`src/rtl/tx_pkg.sv`:
```
// Shared router definitions for the output-port stage: flit layout, packet length
// and the two-phase link handshake convention.
package tx_pkg;

  typedef enum logic [1:0] {
    StIdle,
    StLoad,
    StWaitAck,
    StDone
  } tx_state_e;

  // Head flag lives in the flit MSB.
  function automatic int unsigned head_bit(input int unsigned size);
    return size - 1;
  endfunction

  function automatic int unsigned flits(input int unsigned buff_bits);
    return 32'd1 << buff_bits;
  endfunction

  // Two-phase link: a flit is accepted once ack has caught up with req.
  function automatic logic hs_accepted(input logic req, input logic ack);
    return req == ack;
  endfunction

endpackage

```
`src/rtl/tx_if.sv`:
```
// Switch grant, input-buffer read port and outgoing two-phase link of the tx stage.
interface tx_if #(
  parameter int unsigned SIZE      = 8,
  parameter int unsigned BUFF_BITS = 3
);
  logic                 send;
  logic                 done;
  logic [BUFF_BITS-1:0] buf_addr;
  logic [SIZE-1:0]      buf_data;
  logic                 ch_req;
  logic [SIZE-1:0]      ch_flit;
  logic                 ch_ack;

  modport master (
    input  send, buf_data, ch_ack,
    output done, buf_addr, ch_req, ch_flit
  );

  modport slave (
    output send, buf_data, ch_ack,
    input  done, buf_addr, ch_req, ch_flit
  );
endinterface

```
`src/rtl/tx.sv`:
```
// Router output-port stage: reads a granted packet flit by flit, serialises it over a
// two-phase req/ack link and answers the switch grant with a four-phase done.
module tx
  import tx_pkg::*;
#(
  parameter int          ID        = 0,
  parameter              MOD_NAME  = "TX",
  parameter int unsigned SIZE      = 8,
  parameter int unsigned BUFF_BITS = 3
) (
  input logic  i_clk,
  input logic  i_reset,
  tx_if.master io_bus
);

  localparam logic [BUFF_BITS-1:0] LastIdx = BUFF_BITS'(flits(BUFF_BITS) - 1);

  if (SIZE < 2 || BUFF_BITS < 1) begin : g_param_check
    $error("%s%0d: SIZE must hold a head bit plus payload, BUFF_BITS must be >= 1",
           MOD_NAME, ID);
  end

  tx_state_e            r_state, w_state;
  logic                 r_done, w_done;
  logic                 r_req, w_req;
  logic [SIZE-1:0]      r_flit, w_flit;
  // One register serves as both flit counter and buffer address.
  logic [BUFF_BITS-1:0] r_cnt, w_cnt;
  logic                 w_acked;

  assign w_acked = hs_accepted(r_req, io_bus.ch_ack);

  always_comb begin
    w_state = r_state;
    w_done  = r_done;
    w_req   = r_req;
    w_flit  = r_flit;
    w_cnt   = r_cnt;
    unique case (r_state)
      StIdle: begin
        if (io_bus.send) begin
          w_cnt   = '0;
          w_state = StLoad;
        end
      end
      StLoad: begin
        // buf_data is sampled only here; the link holds this copy until acked.
        w_flit  = io_bus.buf_data;
        w_req   = ~r_req;
        w_state = StWaitAck;
      end
      StWaitAck: begin
        if (w_acked) begin
          if (r_cnt == LastIdx) begin
            w_done  = 1'b1;
            w_state = StDone;
          end else begin
            w_cnt   = r_cnt + BUFF_BITS'(1);
            w_state = StLoad;
          end
        end
      end
      StDone: begin
        if (!io_bus.send) begin
          w_done  = 1'b0;
          w_state = StIdle;
        end
      end
      default: w_state = StIdle;
    endcase
  end

  always_ff @(posedge i_clk) begin
    if (!i_reset) begin
      r_state <= StIdle;
      r_done  <= 1'b0;
      r_req   <= 1'b0;
      r_flit  <= '0;
      r_cnt   <= '0;
    end else begin
      r_state <= w_state;
      r_done  <= w_done;
      r_req   <= w_req;
      r_flit  <= w_flit;
      r_cnt   <= w_cnt;
    end
  end

  assign io_bus.done     = r_done;
  assign io_bus.ch_req   = r_req;
  assign io_bus.ch_flit  = r_flit;
  assign io_bus.buf_addr = r_cnt;

endmodule

```
`src/flat_wrapper.sv`:
```
// flat-port wrapper written by rule: the top's interface ports become plain ports
module tx_flat import tx_pkg::*;
#(
  parameter int          ID        = 0,
  parameter              MOD_NAME  = "  ",
  parameter int unsigned SIZE      = 8,
  parameter int unsigned BUFF_BITS = 3
)
  (i_clk, i_reset, io_bus_send, io_bus_buf_data, io_bus_ch_ack, io_bus_done, io_bus_buf_addr, io_bus_ch_req, io_bus_ch_flit);
  tx_if #(.SIZE(SIZE), .BUFF_BITS(BUFF_BITS)) io_bus_i ();
  input logic i_clk;
  input logic i_reset;
  input wire logic [$bits(io_bus_i.send)-1:0] io_bus_send;
  input wire logic [$bits(io_bus_i.buf_data)-1:0] io_bus_buf_data;
  input wire logic [$bits(io_bus_i.ch_ack)-1:0] io_bus_ch_ack;
  output wire logic [$bits(io_bus_i.done)-1:0] io_bus_done;
  output wire logic [$bits(io_bus_i.buf_addr)-1:0] io_bus_buf_addr;
  output wire logic [$bits(io_bus_i.ch_req)-1:0] io_bus_ch_req;
  output wire logic [$bits(io_bus_i.ch_flit)-1:0] io_bus_ch_flit;
  assign io_bus_i.send = io_bus_send;
  assign io_bus_i.buf_data = io_bus_buf_data;
  assign io_bus_i.ch_ack = io_bus_ch_ack;
  assign io_bus_done = io_bus_i.done;
  assign io_bus_buf_addr = io_bus_i.buf_addr;
  assign io_bus_ch_req = io_bus_i.ch_req;
  assign io_bus_ch_flit = io_bus_i.ch_flit;
  tx #(.ID(ID), .MOD_NAME(MOD_NAME), .SIZE(SIZE), .BUFF_BITS(BUFF_BITS)) u_core (.i_clk(i_clk), .i_reset(i_reset), .io_bus(io_bus_i));
endmodule
```
`config.mk`:
```
export PLATFORM = sky130hd
export DESIGN_NAME = tx_flat
export DESIGN_NICKNAME = d
export VERILOG_FILES = /design/src/rtl/tx_pkg.sv /design/src/rtl/tx_if.sv /design/src/rtl/tx.sv /design/src/flat_wrapper.sv
export SDC_FILE = /design/constraint.sdc
export NUM_CORES = 1
export LEC_CHECK = 0
export CAP_MARGIN = 30
export CORE_UTILIZATION = 41
export CTS_CLUSTER_SIZE = 28
export DETAILED_ROUTE_END_ITERATION = 8
export GPL_ROUTABILITY_DRIVEN = 1
export PLACE_DENSITY = 0.81
export SYNTH_ARGS = -nofsm -noshare
export SYNTH_HDL_FRONTEND = slang
export SYNTH_SLANG_ARGS = --single-unit
```
`constraint.sdc`:
```
create_clock -name i_clk -period 1.6 [get_ports i_clk]
set_input_delay 0.32 -clock i_clk [delete_from_list [all_inputs] [get_ports i_clk]]
set_output_delay 0.32 -clock i_clk [all_outputs]
set_load 0.02 [all_outputs]
```
==> reports/qor.csv, run 1 <==
stage,metric,value,unit
route,vias,632,
floorplanning,core-area,1510,µm²
setup_path,worstPathArrival,1.23,ns
route,drc,0,
synthesis,synth_fp_nets,95,
setup_path,path_cells,clkdlybuf4s50_1,
setup_path,cp_num_buf_inv,1,
placed_design,dp_hpwl,1060,µm
synthesis,yosys.area.top_type,dfxtp_1,
route,drtIter0Drc,10,
setup_path,crit_path_max_fanout,3,
synthesis,synth_cell_types,24,
finish,post-route-cell-area,971,µm²
finish,synthToLayoutAreaGrowth,47.5,%
clocking,clock-sinks,15,
route,routed_wl,1400,µm
finish,layout.nets,125,
floorplanning,initial_core_util,0.437,
placed_design,io_buffers,24,
timing,whs,0.446,ns
setup_path,critPathLaunch,u_core.io_bus.buf_addr[0],
min_path,hold_class,reg -> reg,
finish,diodes,0,
timing,fmax,643,MHz
timing,min_period_over_period,0.972,
grt,globalRouteOverflowTotal,0,
route,avgViaCountPerCell,5.02,
grt,antenna_found_initial,0,
setup_path,critPathCapture,io_bus_buf_addr[0],
floorplanning,die_area,1770,µm²
clocking,htreeDepth,1,
setup_path,cp-end-kind,primary output,
route,detail-route-antenna-nets,0,
setup_path,cp.required,1.28,ns
grt,grt_pass1_wl,2320,µm
timing,period_needed,1.55,ns
finish,final_cells,126,
timing,drv_slew,0,
grt,grt_pass1_vias,589,
synthesis,yosysSeqAreaShare,0.456,
grt,grt_max_degree,13,
setup_path,crit_path_top_delay_cell,clkdlybuf4s50_1,
floorplanning,die_w,42.1,µm
floorplanning,die_y,42.1,µm
clocking,cts_tree,built,
outcome,outcome,completed,
synthesis,yosysWarnings,0,
finish,fin_util,0.645,
clocking,clk_path_buf_depth,2,
route,first_pass_iters,4,
synthesis,synth_top_area_frac,0.456,
timing,hold_viol,0,
setup_path,crit_cells,1,
clocking,clk_pin_slew_worst_paths,0.09,ns
timing,slew_headroom,0.634,
synthesis,syn_area,658,µm²
clocking,clock_latency,0.29,ns
setup_path,worstSetupPathType,reg -> out,
placed_design,place_congestion,0.736,
setup_path,cp-start-kind,register,
synthesis,synthCells,81,
floorplanning,rows,14,
synthesis,ys_ff_latch,15,
clocking,cts_root_buffer,clkbuf_4,
setup_path,max_stage_delay,0.60,ns
finish,final_cell_mix,"nand2_1, clkdlybuf4s50_1, dfxtp_1, a21oi_1, buf_4",
timing,tightest_slew,0.546,ns
synthesis,synth.area.top_cells,"dfxtp_1, nand2_1, a21oi_1",
clocking,cts_buffers,3,
power,total_leakage_power,0.383,nW
setup_path,crit-reg2reg-launch,u_core.io_bus.buf_addr[0],
power,peakVddDrop,0.000652,V
synthesis,syn_avg_cell_area,8.13,µm²
setup_path,reg2reg_to,u_core.io_bus.buf_addr[0],
placed_design,pre_cts_slack,-0.105,ns
placed_design,dpl_cell_area,936,µm²
timing,timing.final.ws_setup,0.0452,ns
flow_run,cap_viol_max_count,0,
finish,final_common_cell,nand2_1,
setup_path,worst_path_dominant_cell_family,buffers and inverters,
timing,rsz0062_at_grt,false,
route,post_drt_wl_per_cell,11.1,µm
placed_design,dpl.cell_count,121,
power,power_density,846,nW/µm²
finish,drive_above_1_share,0.127,
grt,grt_usage,0.177,
floorplanning,ios,25,
setup_path,reg2reg_depth,5,
timing,clock_skew,0.00483,ns
setup_path,reg2reg_setup_slack,0.08,ns
timing,setup_violations,0,
## stage by stage
| stage | total power, mW | TNS [ns] |
|---|---|---|
| 2_1_floorplan | 0.527 | 0 |
| 3_3_place_gp | 0.611 | -0.160 |
| 3_5_place_dp | 0.615 | -0.317 |
| 4_1_cts | 0.828 | 0 |
| 5_1_grt | 0.863 | 0 |
| 6_report | 0.821 | 0 |
## cell type report
type,count,area [µm²]
well taps,16,20.0
repair buffers,30,284
multi-input cells,57,324
fillers,148,536
clock buffers,4,26.3
inverters,4,15.0
flip-flops and latches,15,302
## worst register-to-register path: stages (launching register included)
cell	delay, ns
dfxtp_2	0.34
ha_1	0.19
ha_2	0.18
nand2b_1	0.15
or4_1	0.41
a31oi_1	0.18
## power by group
group / switching [mW] / internal, mW
combinational: 0.0890 / 0.0950
sequential: 0.0242 / 0.397
clock: 0.119 / 0.0969
## synth_stat cells
cell,count
buf_2,2
or4_1,1
o221ai_1,1
or3_2,1
o211ai_1,2
xor2_1,1
mux2_2,1
or3b_2,1
o22ai_1,1
clkbuf_1,2
buf_1,1
a211o_1,2
o21ai_0,2
a31oi_1,1
nand2_1,22
a21oi_1,12
nand3b_1,2
dfxtp_1,15
nand2b_1,2
xnor2_1,1
ha_1,2
nor2_1,1
inv_1,4
nor2b_1,1
## worst min path at each step
| stage | from | to | slack, ns | depth (start not counted) |
|---|---|---|---|---|
| 2_1_floorplan | io_bus_buf_data[5] | u_core.io_bus.ch_flit[5] | 0.46 | 2 |
| 3_3_place_gp | u_core.io_bus.done | u_core.io_bus.done | 0.44 | 2 |
| 3_5_place_dp | u_core.io_bus.done | u_core.io_bus.done | 0.44 | 2 |
| 4_1_cts | u_core.io_bus.done | u_core.io_bus.done | 0.45 | 2 |
| 5_1_grt | u_core.io_bus.done | u_core.io_bus.done | 0.49 | 2 |
| 6_report | u_core.io_bus.done | u_core.io_bus.done | 0.45 | 2 |
## flip-flops by register name, summed over array words and instances, names as in the netlist
register                count
u_core.io_bus.ch_flit       8
u_core.io_bus.buf_addr      3
u_core.r_state              2
u_core.io_bus.ch_req        1
u_core.io_bus.done          1
## kinds of logic (layout without fill, tap and decap cells)
| group | Yosys count | after routing | share of synthesized area |
|---|---|---|---|
| and+or+nand+nor | 31 | 31 | 0.219 |
| adders and majority gates | 2 | 2 | 0.0380 |
| AOI/OAI and AO/OA | 21 | 21 | 0.188 |
| buffers and inverters | 9 | 38 | 0.0551 |
| xor gates and xnor gates | 2 | 2 | 0.0266 |
| DFF | 15 | 15 | 0.456 |
| muxes | 1 | 1 | 0.0171 |
## layer usage
metal	track usage	part of all wire
met5	0	0
met4	0.0938	0.020
met3	0.0647	0.041
met2	0.294	0.50
met1	0.198	0.44
## what timing repair did
| action | in CTS | in global routing |
|---|---|---|
| setup endpoints to repair | 3 | 3 |
| buffers inserted | 0 | 1 |
| hold buffers | 0 | 0 |
| pin swaps | 0 | 1 |
| gates resized for setup | 3 | 2 |
No activity file was read; power rests on OpenSTA's default activity.
==> run 2, diff against run 1 <==
--- a/config.mk
+++ b/config.mk
@@ -10,6 +10,7 @@
 export CTS_CLUSTER_SIZE = 28
 export DETAILED_ROUTE_END_ITERATION = 8
 export GPL_ROUTABILITY_DRIVEN = 1
+export HOLD_SLACK_MARGIN = 0.05
 export PLACE_DENSITY = 0.81
 export SYNTH_ARGS = -nofsm -noshare
 export SYNTH_HDL_FRONTEND = slang
==> constraint.sdc (replaced) <==
create_clock -name i_clk -period 1.55 [get_ports i_clk]
set_input_delay 0.31 -clock i_clk [delete_from_list [all_inputs] [get_ports i_clk]]
set_output_delay 0.31 -clock i_clk [all_outputs]
set_load 0.05 [all_outputs]
==> run 2 against run 1 <==
  * Critical endpoint is now u_core.io_bus.buf_addr[0]
  * Highest routed layer unchanged
  * Wire length grew 19%
  * Clock power grew 6%
  * Die area is the same
==> reports/qor.csv, run 2 (synthesis gave the netlist of run 1 again) <==
stage,metric,value,unit,change
setup_path,worst_path_dominant_cell_family,simple AND/OR/NAND/NOR gates,,was buffers and inverters
grt,grt_usage,0.210,,was 0.177
clocking,clk_path_buf_depth,2,,unchanged
setup_path,crit_path_max_fanout,4,,was 3
grt,globalRouteOverflowTotal,0,,unchanged
clocking,cts_buffers,3,,unchanged
placed_design,place_congestion,0.796,,was 0.736
route,drtIter0Drc,13,,was 10
min_path,hp-start,u_core.io_bus.ch_flit[3],,was u_core.io_bus.done
setup_path,cp_num_buf_inv,0,,was 1
setup_path,cp.required,1.76,ns,was 1.28 ns
grt,grt_pass1_vias,629,,was 589
power,p_total,0.918,mW,was 0.821 mW
power,peakVddDrop,0.000529,V,was 0.000652 V
setup_path,cp-start-kind,register,,unchanged
route,post_drt_wl_per_cell,13.1,µm,was 11.1 µm
setup_path,crit-reg2reg-launch,u_core.io_bus.buf_addr[1],,was u_core.io_bus.buf_addr[0]
timing,hold_viol,0,,unchanged
clocking,hold_buffers,0,,unchanged
setup_path,path_cells,ha_2 > ha_1 > nand2b_4 > or4_1 > a31oi_1,,was clkdlybuf4s50_1
floorplanning,initial_core_util,0.437,,unchanged
placed_design,dp_hpwl,1250,µm,was 1060 µm
min_path,holdPathStages,2,,unchanged
setup_path,crit_path_top_delay_cell,or4_1,,was clkdlybuf4s50_1
grt,antenna_found_initial,0,,unchanged
route,routed_wl,1670,µm,was 1400 µm
setup_path,reg2reg_depth,5,,unchanged
timing,slew_headroom,0.590,,was 0.634
floorplanning,die_area,1770,µm²,unchanged
floorplanning,rows,14,,unchanged
finish,final_common_cell,nand2_1,,unchanged
grt,grt_pass1_wl,2750,µm,was 2320 µm
route,vias,669,,was 632
clocking,clock-sinks,15,,unchanged
timing,setup_tns,0,ns,unchanged
timing,tightest_slew,0.613,ns,was 0.546 ns
setup_path,reg2reg_to,u_core.io_bus.buf_addr[0],,unchanged
clocking,clock_latency,0.29,ns,about the same
floorplanning,ios,25,,unchanged
power,total_leakage_power,0.402,nW,was 0.383 nW
min_path,hold_class,reg -> reg,,unchanged
min_path,holdPathEnd,u_core.io_bus.ch_flit[3],,was u_core.io_bus.done
route,first_pass_iters,4,,unchanged
outcome,outcome,completed,,unchanged
setup_path,worstPathArrival,1.71,ns,was 1.23 ns
timing,clock_skew,0.00766,ns,was 0.00483 ns
finish,layout.nets,126,,was 125
floorplanning,core-area,1510,µm²,unchanged
floorplanning,die_w,42.1,µm,unchanged
setup_path,reg2reg_setup_slack,0.05,ns,was 0.08 ns
timing,period_needed,1.50,ns,
timing,fmax,665,MHz,
placed_design,io_buffers,24,,unchanged
setup_path,worstSetupPathType,reg -> reg,,was reg -> out
setup_path,cp-end-kind,register,,was primary output
route,avgViaCountPerCell,5.27,,was 5.02
finish,drive_above_1_share,0.297,,was 0.127
floorplanning,die_y,42.1,µm,unchanged
finish,largest_reg_flops,8,,unchanged
placed_design,dpl_cell_area,991,µm²,was 936 µm²
clocking,htreeDepth,1,,unchanged
finish,fin_util,0.684,,was 0.645
flow_run,cap_viol_max_count,0,,unchanged
timing,min_period_over_period,0.970,,
finish,diodes,0,,unchanged
timing,whs,0.458,ns,was 0.446 ns
route,drc,0,,unchanged
finish,post-route-cell-area,1030,µm²,was 971 µm²
finish,synthToLayoutAreaGrowth,56.5,%,was 47.5%
finish,fill_cells,129,,was 148
clocking,cts_tree,built,,unchanged
finish,final_cell_mix,"nand2_1, buf_4, dfxtp_1, a21oi_1, clkdlybuf4s50_1",,"was nand2_1, clkdlybuf4s50_1, dfxtp_1, a21oi_1, buf_4"
setup_path,max_stage_delay,0.39,ns,was 0.60 ns
grt,grt_max_degree,13,,unchanged
timing,setup_violations,0,,unchanged
power,power_density,891,nW/µm²,was 846 nW/µm²
clocking,clk_pin_slew_worst_paths,0.10,ns,was 0.09 ns
timing,drv_slew,0,,unchanged
clocking,cts_root_buffer,clkbuf_4,,unchanged
route,detail-route-antenna-nets,0,,unchanged
[run 2: changes by cell type in the layout (fill, tap and decap cells not counted), moves of 2 or more]
cell,before,now
buf_4,6,15
clkdlybuf4s50_1,20,11
buf_12,0,5
dlygate4sd2_1,3,0
dfxtp_1,14,12
dfxtp_4,0,2
[run 2: worst min-delay path: cells and delay by family (launching register included)]
family,cells,cell delay [ns]
AO/OA/AOI/OAI,1,0.05
flip-flops,1,0.32
AND/OR/NAND/NOR,1,0.05
[run 2: timing repair]
item,in CTS,in global routing
endpoints found under the hold margin,0,0
buffers inserted,0,1
endpoints found under the setup margin,0,2
gates resized for setup,0,1
[run 2: layout make-up]
type                       instances  area (µm²)  share of cell area
tap                               16        20.0              0.0194
sequential                        15         309               0.300
inverter                           4        15.0              0.0146
multi-input combinational         57         335               0.326
clock buffer                       3        22.5              0.0219
clock inverter                     1        5.00             0.00486
timing repair buffer              31         323               0.313
[run 2: power by group]
| part | total, mW | switching, mW | internal, mW |
|---|---|---|---|
| logic | 0.251 | 0.142 | 0.108 |
| registers | 0.437 | 0.0294 | 0.408 |
| clock network | 0.229 | 0.134 | 0.0958 |
[run 2: worst max path at each step]
stage	from	to	slack (ns)	cells past startpoint
2_1_floorplan	u_core.io_bus.buf_addr[2]	u_core.io_bus.done	0.002	4
3_3_place_gp	io_bus_ch_ack	u_core.io_bus.buf_addr[0]	-0.13	4
3_5_place_dp	io_bus_ch_ack	u_core.r_state[0]	-0.17	4
4_1_cts	u_core.io_bus.buf_addr[1]	u_core.io_bus.buf_addr[0]	0.04	5
5_1_grt	io_bus_ch_ack	u_core.r_state[0]	-0.004	4
6_report	u_core.io_bus.buf_addr[1]	u_core.io_bus.buf_addr[0]	0.05	5
[run 2: metrics by stage]
stage / cells / setup slack [ns]
3_3_place_gp: 122 / -0.128
6_report: 127 / 0.0460
2_1_floorplan: 81 / 0.00175
5_1_grt: 127 / -0.00399
4_1_cts: 126 / 0.0357
3_5_place_dp: 122 / -0.174
[run 2: per-layer routing]
layer	GRT usage	wire length, µm
met4	0.0938	23
met2	0.363	852
met3	0.0517	59
met5	0	0
met1	0.246	734
==> run 3, diff against run 2 <==
--- a/config.mk
+++ b/config.mk
@@ -10,6 +10,7 @@
 export CTS_CLUSTER_SIZE = 28
 export DETAILED_ROUTE_END_ITERATION = 8
 export GPL_ROUTABILITY_DRIVEN = 1
+export GPL_TIMING_DRIVEN = 0
 export HOLD_SLACK_MARGIN = 0.05
 export PLACE_DENSITY = 0.81
 export SYNTH_ARGS = -nofsm -noshare
==> run 3 against run 2 <==
  * Die area stayed put
  * Power fell by 4.1%
  * First-iteration DRC count did not move
  * Wire length is 12% lower
  * Non-clock buffer count shrank 2
==> reports/qor.csv, run 3 (synthesis gave the netlist of run 1 again) <==
stage,metric,value,unit,change
timing,rsz0062_at_grt,true,,
clocking,cts_root_buffer,clkbuf_4,,unchanged
floorplanning,initial_core_util,0.437,,unchanged
floorplanning,rows,14,,unchanged
grt,grt_max_degree,11,,was 13
finish,final_common_cell,nand2_1,,unchanged
floorplanning,core-area,1510,µm²,unchanged
floorplanning,die_w,42.1,µm,unchanged
clocking,post_cts_buffers,0,,unchanged
min_path,hold_class,reg -> reg,,unchanged
clocking,hold_buffers,0,,unchanged
route,post_drt_wl_per_cell,11.8,µm,was 13.1 µm
placed_design,place_congestion,0.700,,was 0.796
route,drtIter0Drc,13,,unchanged
setup_path,worst_path_dominant_cell_family,simple AND/OR/NAND/NOR gates,,unchanged
floorplanning,die_area,1770,µm²,unchanged
placed_design,dpl_cell_area,937,µm²,was 991 µm²
finish,drive_above_1_share,0.138,,was 0.297
clocking,clk_path_buf_depth,2,,unchanged
route,avgViaCountPerCell,5.19,,was 5.27
timing,whs,0.453,ns,was 0.458 ns
clocking,clock-sinks,15,,unchanged
grt,globalRouteOverflowTotal,0,,unchanged
setup_path,worstPathArrival,1.74,ns,was 1.71 ns
timing,drv_slew,0,,unchanged
setup_path,crit_top_cell,ha_2,,
clocking,clk_pin_slew_worst_paths,0.10,ns,about the same
setup_path,max_stage_delay,0.41,ns,was 0.39 ns
grt,antenna_found_initial,0,,unchanged
finish,final_cells,125,,was 127
timing,fmax,653,MHz,was 665 MHz
route,routed_wl,1470,µm,was 1670 µm
floorplanning,die_y,42.1,µm,unchanged
clocking,cts_tree,built,,unchanged
clocking,htreeDepth,1,,unchanged
route,first_pass_iters,5,,was 4
timing,tightest_slew,0.586,ns,was 0.613 ns
setup_path,cp_num_buf_inv,0,,unchanged
placed_design,pre_cts_slack,-0.189,ns,was -0.174 ns
setup_path,path_cells,ha_2 > ha_2 > nand2b_4 > or4_1 > a31oi_1,,was ha_2 > ha_1 > nand2b_4 > or4_1 > a31oi_1
clocking,clock_latency,0.28,ns,was 0.29 ns
timing,clock_skew,0.00541,ns,was 0.00766 ns
timing,period_needed,1.53,ns,was 1.50 ns
setup_path,cp-start-kind,register,,unchanged
timing,setup_violations,0,,unchanged
power,total_leakage_power,0.393,nW,was 0.402 nW
grt,grt_usage,0.177,,was 0.210
flow_run,cap_viol_max_count,0,,unchanged
grt,grt_pass1_wl,2460,µm,was 2750 µm
power,p_total,0.880,mW,was 0.918 mW
outcome,outcome,completed,,unchanged
clocking,cts_buffers,3,,unchanged
route,detail-route-antenna-nets,0,,unchanged
placed_design,dpl.cell_count,121,,was 122
timing,timing.final.ws_setup,0.0175,ns,was 0.0460 ns
route,drc,0,,unchanged
setup_path,worstSetupPathType,reg -> reg,,unchanged
finish,synthToLayoutAreaGrowth,44.7,%,was 56.5%
placed_design,dp_hpwl,1130,µm,was 1250 µm
power,power_density,924,nW/µm²,was 891 nW/µm²
floorplanning,ios,25,,unchanged
setup_path,cp.required,1.76,ns,about the same
placed_design,io_buffers,24,,unchanged
power,peakVddDrop,0.000601,V,was 0.000529 V
finish,layout.nets,124,,was 126
finish,diodes,0,,unchanged
finish,final_cell_mix,"nand2_1, a21oi_1, dlygate4sd2_1, dfxtp_1, clkdlybuf4s50_1",,"was nand2_1, buf_4, dfxtp_1, a21oi_1, clkdlybuf4s50_1"
timing,min_period_over_period,0.989,,was 0.970
finish,largest_reg_flops,8,,unchanged
setup_path,cp-end-kind,register,,unchanged
grt,grt_pass1_vias,610,,was 629
setup_path,crit_path_top_delay_cell,or4_1,,unchanged
route,vias,649,,was 669
timing,slew_headroom,0.608,,was 0.590
timing,hold_viol,0,,unchanged
setup_path,crit_path_max_fanout,6,,was 4
finish,post-route-cell-area,952,µm²,was 1030 µm²
[run 3: changes by cell type in the layout (fill, tap and decap cells not counted)]
| cell | delta |
|---|---|
| a21oi_1 | +1 |
| a21oi_2 | -1 |
| buf_1 | +1 |
| buf_12 | -5 |
| buf_2 | +2 |
| buf_4 | -15 |
| clkbuf_1 | +2 |
| clkdlybuf4s15_1 | +1 |
| dlygate4sd2_1 | +12 |
| ha_1 | -1 |
| ha_2 | +1 |
[run 3: per-stage QoR]
| step | utilization | setup TNS [ns] |
|---|---|---|
| 2_1_floorplan | - | 0 |
| 4_1_cts | 0.631 | 0 |
| 6_report | 0.632 | 0 |
| 3_5_place_dp | 0.622 | -0.876 |
| 5_1_grt | 0.632 | -0.0583 |
| 3_3_place_gp | 0.622 | -0.611 |
[run 3: layout make-up]
cell class	instances	area, µm²
buffer	5	21.3
multi-input combinational	57	334
clock buffer	3	22.5
inverter	4	15.0
timing repair buffer	24	225
clock inverter	1	5.00
tap	16	20.0
sequential	15	309
fill	144	554
[run 3: metal layers]
layer / part of all wire / track usage
met1: 0.44 / 0.203
met2: 0.52 / 0.325
met3: 0.019 / 0.0259
met4: 0.012 / 0.0750
met5: 0 / 0
[run 3: where the power goes]
part | total, mW | switching, mW | internal (mW)
clock network | 0.226 | 0.131 | 0.0956
registers | 0.422 | 0.0136 | 0.408
logic | 0.232 | 0.149 | 0.0828
total | 0.880 | 0.294 | 0.586
[run 3: final timing paths]
path                        startpoint                         to  slack, ns  cells past startpoint
max          u_core.io_bus.buf_addr[0]  u_core.io_bus.buf_addr[0]       0.02                      5
min                 u_core.io_bus.done         u_core.io_bus.done       0.45                      2
max reg2reg  u_core.io_bus.buf_addr[0]  u_core.io_bus.buf_addr[0]       0.02                      5
min reg2reg         u_core.io_bus.done         u_core.io_bus.done       0.45                      2
[run 3: tightest hold or removal path, stage by stage, from the launching register on]
cell,delay [ns]
dfxtp_1,0.32
inv_1,0.05
a21oi_1,0.05
[run 3: timing repair]
| item | in CTS | in global routing |
|---|---|---|
| pin swaps | 1 | 1 |
| setup endpoints to repair | 14 | 2 |
| resized for setup | 14 | 1 |
==> variant, RTL diff (flow settings as in run 3) <==
`SIZE` is set to 8 in 3 places; all go to 16.
--- a/src/rtl/tx_if.sv
+++ b/src/rtl/tx_if.sv
@@ -2,3 +2,3 @@
 interface tx_if #(
-  parameter int unsigned SIZE      = 8,
+  parameter int unsigned SIZE      = 16,
   parameter int unsigned BUFF_BITS = 3
--- a/src/rtl/tx.sv
+++ b/src/rtl/tx.sv
@@ -7,3 +7,3 @@
   parameter              MOD_NAME  = "TX",
-  parameter int unsigned SIZE      = 8,
+  parameter int unsigned SIZE      = 16,
   parameter int unsigned BUFF_BITS = 3
--- a/src/flat_wrapper.sv
+++ b/src/flat_wrapper.sv
@@ -5,3 +5,3 @@
   parameter              MOD_NAME  = "  ",
-  parameter int unsigned SIZE      = 8,
+  parameter int unsigned SIZE      = 16,
   parameter int unsigned BUFF_BITS = 3
Ports: changed (resized io_bus_buf_data and io_bus_ch_flit); port bits go from 25 to 41. No check against the original RTL was run, so the function may have changed too.
==> variant against run 3 <==
Wire length rose by 39%. Cell area rose by 48%. Sequential cell count rose by 8. Power rose by 46%. Global-route usage fell by 0.19 points. Setup slack improved by 0.034 ns. Synthesized cell count rose by 33%. Fmax rose by 2.2%. Area after synthesis rose by 47%. Critical path type is now flip-flop to output pin.
==> variant: results (changes against run 3) <==
Max FO, Critical Path 2 (-4); Area contributors post-synth dfxtp_1, nand2_1, a21boi_1, a21boi_0, mux2i_1; CP max stage cell dlygate4sd2_1; Port Buffers 40 (+67%); sequential-to-total area share from yosys stat 0.477 (+0.0210); Net Count, Synth 130 (+37%); largest net degree at the start of global routing 14 (+3); P_leak 0.573 nW (+46%); status complete, no violations; drt pass-1 iters 4 (-1); CP Launch Point u_core.io_bus.ch_flit[1]; routed wire length 2060 um (+39%); Reg clk slew, reported paths 0.13 ns (+0.03 ns); Slew HR 0.669 (+0.0612); fraction of layout cells with a size suffix above 1 0.118 (-0.0192); GPL Wtd Cong 0.719 (+2.8%); Post-Place Cell Area 0.00140 mm2 (+50%); R2R Setup Slk 0.10 ns (+0.08 ns); max reg flops 16 (+8); placed insts 176 (+45%); DRT iter0 DRCs 16 (+3); Total GRT Usage 0.175 (-0.00194); Hold EP u_core.io_bus.ch_flit[8]; global-route wire length before repair 3400 um (+38%); maximum VDD drop 0.584 mV (-2.8%); cells after synthesis 108 (+33%); pre-CTS WS -0.115 ns (+0.0736 ns)
## variant: cell count changes after synthesis, sizes merged, moves of 3 or more
cell and delta:
nand2 +14, nand3 +3, inv -3, dfxtp +8, a21boi +16, mux2i +3
a21oi -10
## variant: repair_timing
item                       CTS  global route
resized for setup           24            14
setup buffers                0             0
pin swaps                    0             1
setup endpoints to repair   21            13
## variant: final cells by class
type	count	area, um2	area share
Sequential cell	23	463	0.327
Multi-Input combinational cell	77	460	0.326
Timing Repair Buffer	40	382	0.270
Buffer	7	42.5	0.0301
Tap cell	28	35.0	0.0248
Clock buffer	3	22.5	0.0159
Clock inverter	1	5.00	0.00354
Inverter	1	3.75	0.00265
## variant: worst max-delay path by stage
| stage | end | slack (ns) |
|---|---|---|
| finish | io_bus_ch_flit[1] | 0.05 |
| global route | io_bus_ch_flit[2] | 0.0003 |
| CTS | io_bus_ch_flit[13] | 0.009 |
| detailed placement | u_core.io_bus.buf_addr[0] | -0.12 |
| global placement | u_core.io_bus.buf_addr[1] | -0.06 |
| floorplan | u_core.io_bus.buf_addr[0] | 0.06 |
## variant: logic make-up after synthesis
group	synth area share
and+or+nand+nor	0.236
DFF	0.477
AOI/OAI and AO/OA	0.163
buffers and inverters	0.0480
adders and majority gates	0.0259
xor gates and xnor gates	0.0182
muxes	0.0311
## variant: where the power goes
part | switching, mW | total (mW) | leakage, nW | internal [mW]
sequential | 0.0243 | 0.654 | 0.188 | 0.629
combinational | 0.215 | 0.356 | 0.367 | 0.141
clock | 0.177 | 0.274 | 0.0177 | 0.0962
## variant: layer usage
metal,vias up,GRT usage,routed length (um),part of all wire
li1,441,-,-,-
met1,387,0.213,867,0.42
met2,39,0.298,1020,0.49
met3,0,0.0455,172,0.084
met4,0,0.0602,0,0
met5,-,0,0,0
